<file path="config.mk">
export PLATFORM = sky130hd
export DESIGN_NAME = product_accumulator
export DESIGN_NICKNAME = d
export VERILOG_FILES = /design/src/rtl/product_accumulator.sv
export SDC_FILE = /design/constraint.sdc
export NUM_CORES = 1
export LEC_CHECK = 0
export CORE_MARGIN = 8
export CORE_UTILIZATION = 57
export DETAILED_ROUTE_END_ITERATION = 8
export MAX_ROUTING_LAYER = met4
export PLACE_DENSITY = 0.95
export RECOVER_POWER = 100
export SLEW_MARGIN = 0
export SYNTH_ARGS = -nofsm -noshare
export SYNTH_HDL_FRONTEND = slang
export SYNTH_SLANG_ARGS = --single-unit
</file>
<file path="constraint.sdc">
create_clock -name clk -period 5.35 [get_ports clk]
set_clock_uncertainty 0.15 [all_clocks]
set_input_delay 1.07 -clock clk [delete_from_list [all_inputs] [get_ports clk]]
set_output_delay 1.07 -clock clk [all_outputs]
set_load 0.01 [all_outputs]
</file>
<file path="src/rtl/product_accumulator.sv">
// ---------------------------------------------------------------------------
// product_accumulator
//
// Sums a group of unsigned 64-bit products from a 32x32 multiplier into an
// ACC_W-bit accumulator. A group is closed by a beat with in_last=1; the
// finished SUM/COUNT/OVF are then held on a valid/ready output until the
// consumer takes them, after which a new group starts from zero.
//
// Parameters
//   ACC_W  accumulator / SUM width in bits (64..128)
//   CNT_W  product-count width in bits
//
// Ports
//   clk        clock, all state changes on the rising edge
//   rst_n      asynchronous active-low reset
//   clr        synchronous clear of the current group (highest priority)
//   in_valid   P / in_last valid
//   in_ready   block can accept a product (registered)
//   P          unsigned 64-bit product
//   in_last    this product closes the group
//   out_valid  SUM / COUNT / OVF hold a completed group
//   out_ready  consumer accepts the result
//   SUM        accumulated sum (running value while out_valid=0)
//   COUNT      number of products in the group, saturating
//   OVF        sticky overflow of the ACC_W-bit sum
// ---------------------------------------------------------------------------
module product_accumulator #(
    parameter int ACC_W = 72,
    parameter int CNT_W = 8
) (
    input  logic             clk,
    input  logic             rst_n,
    input  logic             clr,
    input  logic             in_valid,
    output logic             in_ready,
    input  logic [63:0]      P,
    input  logic             in_last,
    output logic             out_valid,
    input  logic             out_ready,
    output logic [ACC_W-1:0] SUM,
    output logic [CNT_W-1:0] COUNT,
    output logic             OVF
);

    localparam int SUM_W = ACC_W + 1;

    typedef enum logic {
        ACCUM = 1'b0,
        DONE  = 1'b1
    } state_t;

    state_t           state, state_nxt;
    logic             in_ready_p1;
    logic [ACC_W-1:0] acc_p1, acc_nxt;
    logic [CNT_W-1:0] cnt_p1, cnt_nxt;
    logic             ovf_p1, ovf_nxt;
    logic             accept;
    logic [SUM_W-1:0] sum_ext;

    // Saturating increment: the count sticks at all-ones instead of wrapping.
    function automatic logic [CNT_W-1:0] sat_inc(input logic [CNT_W-1:0] c);
        return (&c) ? c : c + 1'b1;
    endfunction

    // One-bit-wider add so the carry out of bit ACC_W-1 is visible.
    function automatic logic [SUM_W-1:0] wide_add(input logic [ACC_W-1:0] a,
                                                  input logic [63:0]      p);
        return {1'b0, a} + SUM_W'(p);
    endfunction

    // in_ready comes straight from a flop, so out_ready never reaches it
    // combinationally and no beat is taken while the result is pending.
    assign accept  = in_valid & in_ready_p1 & ~clr;
    assign sum_ext = wide_add(acc_p1, P);

    always_comb begin
        state_nxt = state;
        acc_nxt   = acc_p1;
        cnt_nxt   = cnt_p1;
        ovf_nxt   = ovf_p1;
        if (clr) begin
            state_nxt = ACCUM;
            acc_nxt   = '0;
            cnt_nxt   = '0;
            ovf_nxt   = 1'b0;
        end else if (state == ACCUM) begin
            if (accept) begin
                acc_nxt = sum_ext[ACC_W-1:0];
                ovf_nxt = ovf_p1 | sum_ext[ACC_W];
                cnt_nxt = sat_inc(cnt_p1);
                if (in_last) begin
                    state_nxt = DONE;
                end
            end
        end else begin
            if (out_ready) begin
                state_nxt = ACCUM;
                acc_nxt   = '0;
                cnt_nxt   = '0;
                ovf_nxt   = 1'b0;
            end
        end
    end

    // Stage p1: group state register. in_ready stays low through reset and
    // rises on the first edge after release.
    always_ff @(posedge clk or negedge rst_n) begin
        if (!rst_n) begin
            state       <= ACCUM;
            in_ready_p1 <= 1'b0;
            acc_p1      <= '0;
            cnt_p1      <= '0;
            ovf_p1      <= 1'b0;
        end else begin
            state       <= state_nxt;
            in_ready_p1 <= (state_nxt == ACCUM);
            acc_p1      <= acc_nxt;
            cnt_p1      <= cnt_nxt;
            ovf_p1      <= ovf_nxt;
        end
    end

    assign in_ready  = in_ready_p1;
    assign out_valid = (state == DONE);
    assign SUM       = acc_p1;
    assign COUNT     = cnt_p1;
    assign OVF       = ovf_p1;

endmodule

</file>
Word level (Yosys, flattened, before mapping)
Index checks and enable logic that the tools add are counted.

storage, ports and cells
  bits in registers = 83
  logic and storage cells = 36

cells by class
  $add $sub $neg = 2
  mux-type cells = 18
  reduce and logical (&&, ||, !) cells = 4
  eq/ne operators = 2
  bitwise logic cells = 5

operators with widths
  operator                                      count
  two-way mux 72 bit                            4
  adder 72 x 64 -> 73 bit                       1
  two-way mux 8 bit                             5
  two-way mux 1 bit                             9
  adder 8 x 1 -> 8 bit (second input constant)  1
  AND reduction 8 bit                           1
  != test 3 bit (second input constant)         2
  AND reduction 3 bit                           1
  nonzero test 3 bit                            1
  bitwise AND 1 bit                             2
  inverter 1 bit                                2
  AND reduction 2 bit                           1
  OR 1 bit                                      1

Longest topological paths before layout
  depth in word-level cells = 6
  mapped depth = 11
  gate-level depth less buffers = 11

Worst setup path after synthesis
Ideal clock, no wire load.

  path kind = input-to-reg
  start = input port P[0]
  end = register acc_p1[50], in the netlist SUM[50]
  setup time = 0.122 ns
  buffers on the path = 0
  setup slack = 1.578 ns
  stages on the path = 11
  data arrival time = 3.501 ns
  cell sequence = ha_1 fa_1 a211oi_1 o21ai_0 a21oi_1 o21ai_1 and2_1 o21ai_2 a21oi_1 or3_1 a32o_1

between the ends
  longest elaborated chain between the ends = 4

ends and longest elaborated chain
  element                  line  text
  from (decl)              36    input logic [63:0] P,
  adder 72 x 64 -> 73 bit  68    return {1'b0, a} + SUM_W'(p);
  two-way mux 72 bit       87    if (accept) begin
  two-way mux 72 bit       86    end else if (state == ACCUM) begin
  two-way mux 72 bit       81    if (clr) begin
  to (signal assigned)     117   acc_p1 <= acc_nxt;
  to (decl)                54    logic [ACC_W-1:0] acc_p1, acc_nxt;

No other way between the ends. The select of a mux whose other input is x is not followed.
A chain may end at the register's enable or synchronous reset.

Worst setup path after layout
  start = input port P[0]
  end = register acc_p1[57], in the netlist SUM[57]

The elaborated chain is that of the path after synthesis.

==> results.py <==
metrics = {
    "run_status": {
        "run_status": "complete, but fails checks",
        "failed_checks": "max-capacitance violations, max-slew violations",
    },
    "power_and_ir_drop": {
        "static-leakage-power_nw": 4.23,
        "pwr_density_cell_nw_per_um2": 277,
        "peakVddDrop_v": 0.000157,
    },
    "timing": {
        "hold_violations": 0,
        "tightest_slew_ns": 2.11,
        "finalSetupTns_ns": 0,
        "rsz0062_at_grt": "false",
        "period_share_pct": 88.6,
        "report.final.setup_viol": 0,
        "slew_headroom_pct": -40.5,
        "drv_slew": 74,
        "min_period_ns": 4.74,
        "fmaxAchievable_mhz": 211,
    },
    "drt": {
        "dr_vias_cell": 6.34,
        "drtAntennaViolNets": 0,
        "routedWlPerCell_um": 18.7,
        "drc": 0,
        "drt_first_pass_iters": 6,
        "route.final.wire_length_mm": 22.7,
        "drtIter0Drc": 797,
        "routed-via-count": 7720,
    },
    "cts": {
        "post_cts_repair_setup_buffers": 0,
        "clock_sinks": 83,
        "cts.path.max_buffers": 2,
        "clock-root-buffer": "sky130_fd_sc_hd__clkbuf_16",
        "cts_buffers": 9,
        "h-tree-depth": 3,
        "hold_buffers": 0,
        "clkLatencyLatePin_ns": 0.35,
        "cts_tree": "built",
        "cts_resized": 0,
        "clk_pin_slew_worst_paths_ns": 0.06,
    },
    "synthesis": {
        "synth_top_area_cell": "sky130_fd_sc_hd__dfrtp_1",
        "post_synth_top_area_share_pct": 28.8,
        "seq_area_frac_synth_pct": 28.8,
        "synth-edff-count": 0,
        "synthesized_netlist_net_count": 1042,
        "ys_dominant_reg_cell": "sky130_fd_sc_hd__dfrtp_1",
        "synth.lib_cells_used.distinct": 63,
        "synth.ff_latch_count": 83,
        "syn_area_per_cell_um2": 7.97,
        "ys_top_cells_by_area": "sky130_fd_sc_hd__dfrtp_1 (29%), sky130_fd_sc_hd__ha_1 (11%), sky130_fd_sc_hd__nand2_1 (6.9%)",
        "post_synthesis_cell_count": 906,
        "async_set_reset_flop_share_out_of_synthesis_pct": 100,
        "netlist_area_um2": 7220,
        "synth-warning-count": 0,
    },
    "setup_path": {
        "timing.setup.critical_path_class": "in -> reg",
        "crit_path_start_kind": "input pin",
        "critical_path.endpoint_type": "flip-flop",
        "path_cells": "dlygate4sd3_1 -> ha_1 -> a211oi_1 -> o211ai_1 -> a211oi_1 -> o21ai_0 -> o211ai_2 -> a211o_1 -> a211oi_1 -> o21ai_0 -> a32o_1",
        "cp_top_family": "compound AO/OA/AOI/OAI gates",
        "cp_data_required_time_ns": 5.44,
        "crit_path_top_delay_cell": "sky130_fd_sc_hd__o21ai_0",
        "critical_path_peak_fanout": 6,
        "worstPathBufferInverterCount": 1,
        "crit_path_start": "P[0]",
        "maximum_single_stage_delay_on_the_critical_path_ns": 0.90,
        "crit_top_cell": "sky130_fd_sc_hd__a211oi_1",
        "critPathArrivalTime_ns": 4.83,
        "critical_path.reg2reg.startpoint": "SUM[3]",
    },
    "finish": {
        "drive_gt1_share_pct": 2.97,
        "nets": 1175,
        "layout.cells.most_common": "sky130_fd_sc_hd__nand2_1",
        "most-common-layout-cells": "sky130_fd_sc_hd__nand2_1 (132), sky130_fd_sc_hd__o21ai_0 (101), sky130_fd_sc_hd__a21oi_1 (96)",
        "final_cells": 1217,
        "flow.area_growth_from_synthesis_pct": 25.9,
    },
    "die": {
        "effective_utilization_at_floorplan_pct": 57.7,
        "floorplan.core_area_um2": 12500,
        "floorplan.io_pins": 153,
        "row_count": 41,
        "die_width_um": 129,
        "die-area_um2": 16500,
        "die_height_um": 129,
    },
    "global_routing": {
        "grt_pass1_wl_mm": 36.9,
        "grt_pass1_vias": 7622,
        "grt_overflow": 0,
        "grt_antenna_before_repair": 1,
        "grt_max_degree": 48,
        "grt_util_all_layers_pct": 28.3,
    },
    "min_path": {
        "holdCritPathClass": "reg -> reg",
        "holdCritStartpoint": "SUM[40]",
    },
    "run": {
        "max_cap_violations": 2,
    },
    "place": {
        "hpwl_mm": 17.4,
        "buffer_ports.inserted": 152,
        "place.gp.congestion": 0.976,
        "place_inst": 1200,
    },
}
==> logic make-up after synthesis <==
logic type | Yosys count | synth area share [%]
xor+xnor | 51 | 6.19
fa+ha+maj | 66 | 11.5
compound gates | 341 | 30.5
simple gates | 298 | 19.0
flops | 83 | 28.8
buf+inv | 63 | 3.45
mux | 4 | 0.555
==> worst paths after layout <==
path	to	slack (ns)	cells after the start
min reg2reg	SUM[40]	0.36	2
max	SUM[57]	0.61	11
min in group asynchronous	SUM[13]	1.17	1
max in group asynchronous	SUM[46]	1.72	2
min	SUM[40]	0.36	2
max reg2reg	SUM[57]	1.43	10
==> metal layers <==
layer	part of all wire, %	GRT usage (%)
met5	0	-
met2	48	46.2
met1	40	33.1
met3	8.7	5.50
met4	3.4	13.1
==> registers in the layout, indices dropped and copies added, names as in the netlist <==
register,cells
SUM,72
out_valid,1
COUNT,8
in_ready,1
OVF,1
==> layout make-up <==
cell class | instances | area [um^2]
fillers | 989 | 3420
diodes | 1 | 2.50
clock inverters | 5 | 52.6
clock buffers | 11 | 243
repair buffers | 157 | 1540
well taps | 172 | 215
multi-input cells | 760 | 4860
inverters | 28 | 105
flip-flops and latches | 83 | 2080
==> where the power goes <==
| group | leakage, nW | switching [mW] | total [mW] | internal [mW] |
|---|---|---|---|---|
| clock network | 0.145 | 0.266 | 0.638 | 0.372 |
| registers | 1.12 | 0.0632 | 0.760 | 0.697 |
| logic | 2.96 | 0.647 | 1.12 | 0.470 |
==> stage by stage <==
| stage | hold slack [ns] | cell area [um^2] | setup WS (ns) | utilization [%] | total power, mW |
|---|---|---|---|---|---|
| floorplan | 0.381 | 7220 | 1.58 | - | 1.50 |
| global placement | 0.339 | 8860 | 0.824 | 70.8 | 1.86 |
| detailed placement | 0.350 | 8860 | 0.657 | 70.8 | 1.89 |
| CTS | 0.364 | 9160 | 1.02 | 73.2 | 2.55 |
| global route | 0.377 | 9090 | 0.410 | 72.6 | 2.66 |
| finish | 0.356 | 9090 | 0.610 | 72.6 | 2.52 |
==> cells in the mapped netlist, types with 6 or more instances <==
cell type and n:
sky130_fd_sc_hd__xnor2_1 29, sky130_fd_sc_hd__buf_2 9, sky130_fd_sc_hd__o21a_1 10, sky130_fd_sc_hd__nand4_1 20
sky130_fd_sc_hd__o21bai_1 15, sky130_fd_sc_hd__nor2_1 57, sky130_fd_sc_hd__a21oi_1 96, sky130_fd_sc_hd__a31oi_1 6
sky130_fd_sc_hd__ha_1 65, sky130_fd_sc_hd__nand2_1 132, sky130_fd_sc_hd__inv_1 28, sky130_fd_sc_hd__nor4_1 6
sky130_fd_sc_hd__a211oi_1 11, sky130_fd_sc_hd__a21o_1 31, sky130_fd_sc_hd__xor2_1 22, sky130_fd_sc_hd__nand3_1 25
sky130_fd_sc_hd__and2_1 7, sky130_fd_sc_hd__o21ai_0 97, sky130_fd_sc_hd__a32o_1 6, sky130_fd_sc_hd__o31ai_1 10
sky130_fd_sc_hd__nor3_1 16, sky130_fd_sc_hd__or3_1 12, sky130_fd_sc_hd__a22o_1 6, sky130_fd_sc_hd__dfrtp_1 83
sky130_fd_sc_hd__clkbuf_1 24
==> worst reg2reg max path: cells and delay by family (launching register included) <==
| family | cells | cell delay, ns |
|---|---|---|
| DFF | 1 | 0.43 |
| adders and majority gates | 1 | 0.37 |
| AOI/OAI and AO/OA | 9 | 2.87 |
Note: power is estimated with default switching activity, not from simulation.
